==> config.mk <==
export PLATFORM = sky130hd
export DESIGN_NAME = stream_fifo
export DESIGN_NICKNAME = d
export VERILOG_FILES = /design/src/rtl/fifo_pkg.sv /design/src/rtl/fifo_mem.sv /design/src/rtl/stream_fifo.sv
export SDC_FILE = /design/constraint.sdc
export NUM_CORES = 1
export LEC_CHECK = 0
export ABC_AREA = 1
export CAP_MARGIN = 20
export CORE_MARGIN = 8
export CORE_UTILIZATION = 45
export CTS_BUF_LIST = sky130_fd_sc_hd__clkbuf_16
export CTS_CLUSTER_SIZE = 28
export DETAILED_ROUTE_END_ITERATION = 12
export SKIP_LAST_GASP = 1
export SYNTH_ARGS = -nofsm -noshare
export SYNTH_HDL_FRONTEND = slang
export SYNTH_SLANG_ARGS = --single-unit
==> constraint.sdc <==
create_clock -name clk -period 3 [get_ports clk]
set_input_delay 0.45 -clock clk [delete_from_list [all_inputs] [get_ports clk]]
set_output_delay 0.45 -clock clk [all_outputs]
set_load 0.01 [all_outputs]
==> src/rtl/fifo_pkg.sv <==
// Shared constants and types for the stream FIFO and its storage.
package fifo_pkg;

  // OVERWRITE parameter values.
  localparam int unsigned MODE_REJECT      = 0;
  localparam int unsigned MODE_DROP_OLDEST = 1;

  // Default value returned by a read of an empty FIFO.
  // This constant is wide so that any practical WIDTH can slice it.
  localparam logic [1023:0] EMPTY_VALUE_DEFAULT = '1;

  // Selects which registered source currently drives data_out.
  typedef enum logic [1:0] {
    SRC_ZERO  = 2'd0,
    SRC_MEM   = 2'd1,
    SRC_EMPTY = 2'd2
  } dout_src_e;

endpackage

==> src/rtl/fifo_mem.sv <==
// WIDTH x DEPTH storage with one synchronous write port and one synchronous read port.
module fifo_mem #(
  parameter int unsigned WIDTH = 32,
  parameter int unsigned DEPTH = 16
) (
  input  logic                     clk,
  input  logic                     wr_en,
  input  logic [$clog2(DEPTH)-1:0] wr_addr,
  input  logic [WIDTH-1:0]         wr_data,
  input  logic                     rd_en,
  input  logic [$clog2(DEPTH)-1:0] rd_addr,
  output logic [WIDTH-1:0]         rd_data
);

  logic [WIDTH-1:0] mem_q [DEPTH];
  logic [WIDTH-1:0] rd_data_q;

  // Read returns the pre-write contents when both ports hit the same address.
  always_ff @(posedge clk) begin
    if (wr_en) begin
      mem_q[wr_addr] <= wr_data;
    end
    if (rd_en) begin
      rd_data_q <= mem_q[rd_addr];
    end
  end

  assign rd_data = rd_data_q;

endmodule

==> src/rtl/stream_fifo.sv <==
// Streaming FIFO with one-cycle read latency, optional overwrite-oldest mode,
// registered status flags and a saturating overflow counter.
module stream_fifo
  import fifo_pkg::*;
#(
  parameter int unsigned      WIDTH       = 32,
  parameter int unsigned      DEPTH       = 16,
  parameter int unsigned      OVERWRITE   = MODE_DROP_OLDEST,
  parameter int unsigned      AF_LEVEL    = DEPTH - 2,
  parameter int unsigned      AE_LEVEL    = 2,
  parameter logic [WIDTH-1:0] EMPTY_VALUE = EMPTY_VALUE_DEFAULT[WIDTH-1:0]
) (
  input  logic                   clk,
  input  logic                   reset,
  input  logic                   write,
  input  logic                   read,
  input  logic [WIDTH-1:0]       data_in,
  output logic [WIDTH-1:0]       data_out,
  output logic                   data_valid,
  output logic [$clog2(DEPTH):0] count,
  output logic                   full,
  output logic                   empty,
  output logic                   almost_full,
  output logic                   almost_empty,
  output logic                   overflow,
  output logic                   underflow,
  output logic [15:0]            drop_count
);

  localparam int unsigned PW = $clog2(DEPTH);
  localparam int unsigned CW = PW + 1;
  localparam logic [CW-1:0] DEPTH_C = CW'(DEPTH);
  localparam logic [CW-1:0] AF_C    = CW'(AF_LEVEL);
  localparam logic [CW-1:0] AE_C    = CW'(AE_LEVEL);
  localparam logic [PW-1:0] LAST_C  = PW'(DEPTH - 1);

  logic [PW-1:0] wr_ptr_q, wr_ptr_d, rd_ptr_q, rd_ptr_d;
  logic [CW-1:0] count_q, count_d;
  logic          full_q, empty_q, af_q, ae_q;
  logic          data_valid_q, data_valid_d;
  logic          overflow_q, overflow_d, underflow_q, underflow_d;
  logic [15:0]   drop_q, drop_d;
  dout_src_e     src_q, src_d;

  logic          is_full, is_empty, rd_ok, wr_en, rd_adv;
  logic [WIDTH-1:0] mem_rd_data;

  // Next-state computation for pointers, occupancy and event pulses.
  always_comb begin
    is_full      = (count_q == DEPTH_C);
    is_empty     = (count_q == '0);
    rd_ok        = read && !is_empty;
    overflow_d   = write && is_full && !read;
    underflow_d  = read && is_empty;
    // A write while full without a read is only accepted in drop-oldest mode.
    wr_en        = write && (!is_full || rd_ok || (OVERWRITE == MODE_DROP_OLDEST));
    rd_adv       = rd_ok || (overflow_d && (OVERWRITE == MODE_DROP_OLDEST));
    data_valid_d = rd_ok;

    wr_ptr_d = wr_ptr_q;
    if (wr_en) begin
      wr_ptr_d = (wr_ptr_q == LAST_C) ? '0 : wr_ptr_q + PW'(1);
    end
    rd_ptr_d = rd_ptr_q;
    if (rd_adv) begin
      rd_ptr_d = (rd_ptr_q == LAST_C) ? '0 : rd_ptr_q + PW'(1);
    end

    count_d = count_q;
    if (rd_ok && !wr_en) begin
      count_d = count_q - CW'(1);
    end else if (wr_en && !rd_ok && !is_full) begin
      count_d = count_q + CW'(1);
    end

    drop_d = drop_q;
    if (overflow_d && (drop_q != 16'hFFFF)) begin
      drop_d = drop_q + 16'd1;
    end

    src_d = src_q;
    if (underflow_d) begin
      src_d = SRC_EMPTY;
    end else if (rd_ok) begin
      src_d = SRC_MEM;
    end
  end

  // State, flag and pulse registers with synchronous reset.
  always_ff @(posedge clk) begin
    if (reset) begin
      wr_ptr_q     <= '0;
      rd_ptr_q     <= '0;
      count_q      <= '0;
      full_q       <= 1'b0;
      empty_q      <= 1'b1;
      af_q         <= 1'b0;
      ae_q         <= 1'b1;
      data_valid_q <= 1'b0;
      overflow_q   <= 1'b0;
      underflow_q  <= 1'b0;
      drop_q       <= '0;
      src_q        <= SRC_ZERO;
    end else begin
      wr_ptr_q     <= wr_ptr_d;
      rd_ptr_q     <= rd_ptr_d;
      count_q      <= count_d;
      full_q       <= (count_d == DEPTH_C);
      empty_q      <= (count_d == '0);
      af_q         <= (count_d >= AF_C);
      ae_q         <= (count_d <= AE_C);
      data_valid_q <= data_valid_d;
      overflow_q   <= overflow_d;
      underflow_q  <= underflow_d;
      drop_q       <= drop_d;
      src_q        <= src_d;
    end
  end

  fifo_mem #(
    .WIDTH(WIDTH),
    .DEPTH(DEPTH)
  ) u_mem (
    .clk     (clk),
    .wr_en   (wr_en && !reset),
    .wr_addr (wr_ptr_q),
    .wr_data (data_in),
    .rd_en   (rd_ok && !reset),
    .rd_addr (rd_ptr_q),
    .rd_data (mem_rd_data)
  );

  // data_out selects between registered sources: the memory read register
  // holds the last popped word, so only the select needs a flop here.
  always_comb begin
    data_out = '0;
    case (src_q)
      SRC_MEM:   data_out = mem_rd_data;
      SRC_EMPTY: data_out = EMPTY_VALUE;
      default:   data_out = '0;
    endcase
  end

  assign data_valid   = data_valid_q;
  assign count        = count_q;
  assign full         = full_q;
  assign empty        = empty_q;
  assign almost_full  = af_q;
  assign almost_empty = ae_q;
  assign overflow     = overflow_q;
  assign underflow    = underflow_q;
  assign drop_count   = drop_q;

endmodule
* Yosys cells after proc, flatten, opt, wreduce, memory -nomap -nowiden
Memories as Yosys holds them, arrays and structs flattened. A register that Yosys moved wholly into a read port is not among the register bits. Index checks and enable logic that the tools add are counted.
Storage, ports and cells: flip-flop bits (word level) 38, memory bits (writable) 512, input port bits 36, output and inout bits 60, logic and storage cells 58, memories kept 1
Operators by class: $add $sub $neg 5, order comparisons 2, eq/ne operators 7, multiplexer cells 9, reductions and logical operators 21
Memories:
- u_mem.mem_q | words 16, width 32, rd ports 1, clocked after Yosys merged registers in 1, write ports 1, RTL line fifo_mem.sv:15 | logic [WIDTH-1:0] mem_q [DEPTH];
Operators by type and width (count):
- one-hot mux 32 bit (2 select lines) | 1
- adder 16 x 1 -> 16 bit, second input constant | 1
- != test 16 bit, second input constant | 1
- equality test 5 bit, second input constant | 2
- logical AND 1 bit | 10
- zero test 5 bit | 2
- 2-to-1 mux 5 bit | 2
- adder 4 x 1 -> 4 bit, second input constant | 2
- equality test 4 bit, second input constant | 2
- 2-to-1 mux 4 bit | 2
- zero test 1 bit | 6
- adder 5 x 1 -> 5 bit, second input constant | 1
- >= comparator 5 x 4 -> 1 bit, second input constant | 1
- less-or-equal comparator 5 x 2 -> 1 bit, second input constant | 1
- subtractor 5 x 1 -> 5 bit, second input constant | 1
- 2-to-1 mux 2 bit | 2
- equality test 2 x 1 -> 1 bit, second input constant | 1
- equality test 2 bit, second input constant | 1
- 2-to-1 mux 1 bit | 2
- nonzero test 2 bit | 1
- OR reduction 2 bit | 1
- logical OR 1 bit | 1

* Longest topological paths before layout
depth in word-level cells 9, depth in mapped cells 11, mapped depth without buffers 11

* Hierarchy
From an unflattened synthesis, not the netlist that was laid out.
Second synthesis, totals: cells, all modules 2473, area total of the unflattened synthesis 25425.6 µm²
Modules (own cells, without submodules):
- fifo_mem | times used 1, cells each 2120, area each 23050.9 µm², seq. area each 16335.7 µm²
- stream_fifo | times used 1, cells each 353, area each 2374.8 µm², seq. area each 760.7 µm²

* Worst setup path after synthesis
No wires, ideal clock.
path type register to register, start register count_q[0] (netlist: count[0]), end register u_mem.rd_data_q[0] (netlist: u_mem.rd_data[0]) (read register of u_mem.mem_q), enable pin, library setup time 0.421 ns, arrival time 2.411 ns, required time 2.579 ns, path slack 0.168 ns, stages on the path, launching flop included 6, path buffers 0, clock period less this slack 2.832 ns, cell sequence dfxtp_1 -> inv_1 -> ha_1 -> nand3_4 -> nand2_4 -> nor2_1
Between the ends: longest elaborated chain between the ends 4
Ends and longest elaborated chain:
- start, declared | RTL line stream_fifo.sv:38 | logic [CW-1:0] count_q, count_d;
- start signal, assigned | RTL line stream_fifo.sv:107 | count_q <= count_d;
- zero test 5 bit | RTL line stream_fifo.sv:51 | is_empty = (count_q == '0);
- zero test 1 bit | RTL line stream_fifo.sv:52 | rd_ok = read && !is_empty;
- logical AND 1 bit | RTL line stream_fifo.sv:52
- logical AND 1 bit | RTL line stream_fifo.sv:128 | .rd_en (rd_ok && !reset),
- named net u_mem.rd_en | RTL line fifo_mem.sv:10 | input logic rd_en,
- end, declared | RTL line fifo_mem.sv:16 | logic [WIDTH-1:0] rd_data_q;
The timed path passes the listed nets, and every way through them passes these cells. A chain may end at the register's enable or synchronous reset.

* Final worst setup path
start register src_q[0], end output data_out[31]
Between the ends: longest elaborated chain between the ends 2, elaborated cells between the ends (all ways) 3, those cells by class 2 x eq/ne; 1 x mux
Ends and longest elaborated chain:
- start, declared | RTL line stream_fifo.sv:43 | dout_src_e src_q, src_d;
- start signal, assigned | RTL line stream_fifo.sv:116 | src_q <= src_d;
- equality test 2 bit / equality test 2 x 1 -> 1 bit (equally long branches) | RTL line stream_fifo.sv:137 | case (src_q)
- one-hot mux 32 bit (2 select lines) * | RTL line stream_fifo.sv:137
- end, declared | RTL line stream_fifo.sv:18 | output logic [WIDTH-1:0] data_out,
Mark *: on every way between the ends. The rest lies on a longest branch, timed or not.

==> flow_summary_export.csv <==
group,metric,value,unit
outcome,outcome,"complete, no violations",
floorplanning,num_rows,83,
global_route,use_met2,0.310,
logic_synthesis,synthAdderAreaFrac,0.00541,
floorplanning,core-area,0.0511,mm²
worst_setup_path,r2r-end,"u_mem.rd_data[30]",
clock_network,clkLatencyLatePin,630,ps
finish,drive_gt1_frac,0.106,
clock_network,cts_buffer_depth,3,
routing,viasPerCell,5.67,
sta,setup_viol,0,
place,dp_hpwl,36500,µm
logic_synthesis,yosysTopAreaCellShare,0.707,
routing,drc,0,
global_route,grt_remaining_overflow,0,
place,port_buffers,95,
logic_synthesis,synth-async-reset-ratio,0,
power,power.density,724,mW/mm²
sta,fin_crit_sh,0.944,
worst_setup_path,cp-end-kind,"primary output",
global_route,grt_pass1_vias,14600,
sta,max_freq,353,MHz
logic_synthesis,yosys.area_share.simple,0.103,
finish,postLayoutCoreUtil,0.533,
global_route,met1_usage,0.284,
worst_setup_path,worstPathArrival,2380,ps
clock_network,ctsHoldBuffers,0,
worst_setup_path,reg2reg_depth,4,
finish,layout_commonest_cell,"edfxtp_1",
routing,num_vias,14900,
logic_synthesis,yosys_warnings,0,
logic_synthesis,ys_seq_elements,582,
logic_synthesis,avgSynthCellArea,12.9,µm²
global_route,antenna_found_initial,0,
worst_setup_path,critPathKind,"flip-flop to primary output",
sta,fin_hold_ws,497,ps
global_route,grt_max_degree,123,
logic_synthesis,muxShareOfSynthArea,0,
clock_network,ctsResizeCount,0,
hold_path,hold_start,"src_q[1]",
worst_setup_path,cp.required,2550,ps
worst_setup_path,critPathLaunchType,"flip-flop",
routing,routed_wirelength,60600,µm
power,peakVddDrop,0.000534,V
logic_synthesis,synth_cells,1795,
finish,finalNetCount,1943,
finish,final_cell_mix,"544 x edfxtp_1, 279 x nor2_1, 261 x o21ai_0, 162 x nand2_1, 95 x clkdlybuf4s50_1",
clock_network,h-tree-depth,2,
logic_synthesis,synth_edf_count,544,
routing,first_pass_iters,5,
routing,ant_nets,0,
worst_setup_path,r2r-start,"rd_ptr_q[2]",
sta,setup_ws,168,ps
sta,setup-tns-final,0,ps
routing,wl_per_cell,23.1,µm
logic_synthesis,seq_area_frac_synth,0.740,
job,maxCapViolations,0,
hold_path,hold_class,"flip-flop to flip-flop",
clock_network,clkTransAtPathRegs,60,ps
sta,finalCriticalPeriod,2830,ps
place,gp_congestion,0.822,
power,leakagePower,8.83,nW
clock_network,cts_buffers,60,
logic_synthesis,ys_types,42,
global_route,grt_busiest_layer,"met2",
worst_setup_path,rrSetupSlack,870,ps
routing,initialDrtViolationCount,1590,
clock_network,root_buffer,"clkbuf_16",
clock_network,clock-sinks,582,
sta,maxSlewViolCount,0,
power,power,19.7,mW
worst_setup_path,crit_fanout,14,
floorplanning,die_h,243,µm
sta,hold_viol_final,0,
logic_synthesis,synthXorXnorAreaFrac,0.00531,
finish,diodes,0,
floorplanning,start_util,0.452,
logic_synthesis,synth_top_family_by_area,"compound AO/OA/AOI/OAI gates",
place,dp_worst_setup_slack,434,ps
sta,slew_headroom,0.432,
finish,syn_to_final_growth,17.8,%
global_route,grt_use_met3,0.0436,
hold_path,min_to,"src_q[1]",
floorplanning,die_x,243,µm
global_route,grt_usage,0.202,
sta,rsz0062_at_grt,"false",
floorplanning,die-area,0.0589,mm²
logic_synthesis,synth_area_leaders,"edfxtp_1 71%, o21ai_0 5.7%, nor2_1 4.8%",
logic_synthesis,synthesis.area,0.0231,mm²
global_route,grt_pass1_wl,91400,µm
hold_path,hold_depth,2,
sta,max_slew.worst_pin.slew,849,ps
clock_network,cts_tree,"built",
clock_network,post_cts_buffers,0,
logic_synthesis,yosys.area.top_type,"edfxtp_1",
logic_synthesis,syn-num-nets,1841,
sta,fin_skew,13.3,ps
floorplanning,io_pins,96,
logic_synthesis,synthFlopType,"edfxtp_1",
logic_synthesis,synth_compound_area_frac,0.117,
## through the flow
step                      instances  area [µm²]
after floorplan                1795       23100
after global placement         2515       25200
after detailed placement       2515       25200
after CTS                      2629       27200
after global routing           2629       27200
final                          2629       27200
## worst max path at each step
stage,start,endpoint,slack [ps],cells after the start
after floorplan,count[0],u_mem.rd_data[0],170,5
after global placement,write,u_mem.mem_q[4][19],430,6
after detailed placement,write,u_mem.mem_q[1][9],430,6
after CTS,src_q[0],data_out[31],150,5
after global routing,src_q[1],data_out[31],100,6
final,src_q[0],data_out[31],170,5
## cell usage after synthesis (2+ instances only)
cell type  count
xor2_1         8
o21ai_1        3
dfxtp_1       38
edfxtp_1     544
nand2_1      162
clkinv_1       2
buf_4          7
ha_1          10
nor2_1       297
nor3_1         7
buf_2         22
nand3_1       72
nand3_4        2
o22ai_1       76
buf_6          3
nand2_2       10
buf_1          3
a21oi_2        9
nor2_2         2
o211ai_1      13
nand4_1        8
nand2_4        2
clkbuf_1      80
inv_1         35
o21ai_0      261
a21oi_1       45
o221ai_1      52
xnor2_1        6
nand3b_1       2
nand3_2        2
## cell type report
cell class	count	area, µm²
Fill cell	4262	23900
Sequential cell	582	17100
Multi-Input combinational cell	1058	5470
Timing Repair Buffer	156	1600
Clock buffer	62	1550
Tap cell	680	851
Clock inverter	52	487
Inverter	39	158
## sequential cells by signal, summed over array words and instances (netlist names), 2 cells and up
signal         cells
u_mem.rd_data     32
count              5
drop_count        16
src_q              2
rd_ptr_q           4
u_mem.mem_q      512
wr_ptr_q           4
## report_power, final
group	switching, mW	leakage, nW	internal (mW)
combinational	1.98	2.60	0.932
sequential	0.111	5.22	9.07
clock	3.09	1.02	4.51
total	5.18	8.83	14.5
## cells by family (layout without fill, tap and decap cells)
logic type,count (synthesis),in the layout
compound gates,464,464
buf+inv,155,309
fa+ha+maj,10,10
flops,582,582
xor+xnor,14,14
simple gates,570,570
## metal layers
layer	part of all wire	vias up	wire length [µm]
met5	0	-	0
met2	0.46	583	27600
li1	-	6844	-
met4	0.028	0	1720
met1	0.43	7390	26200
met3	0.085	102	5140
## critical path: stages (launching register included)
cell	delay (ps)
dfxtp_1	350
inv_1	60
ha_1	300
buf_4	230
a21oi_1	240
clkdlybuf4s50_1	590
No activity file was read; power rests on OpenSTA's default activity.
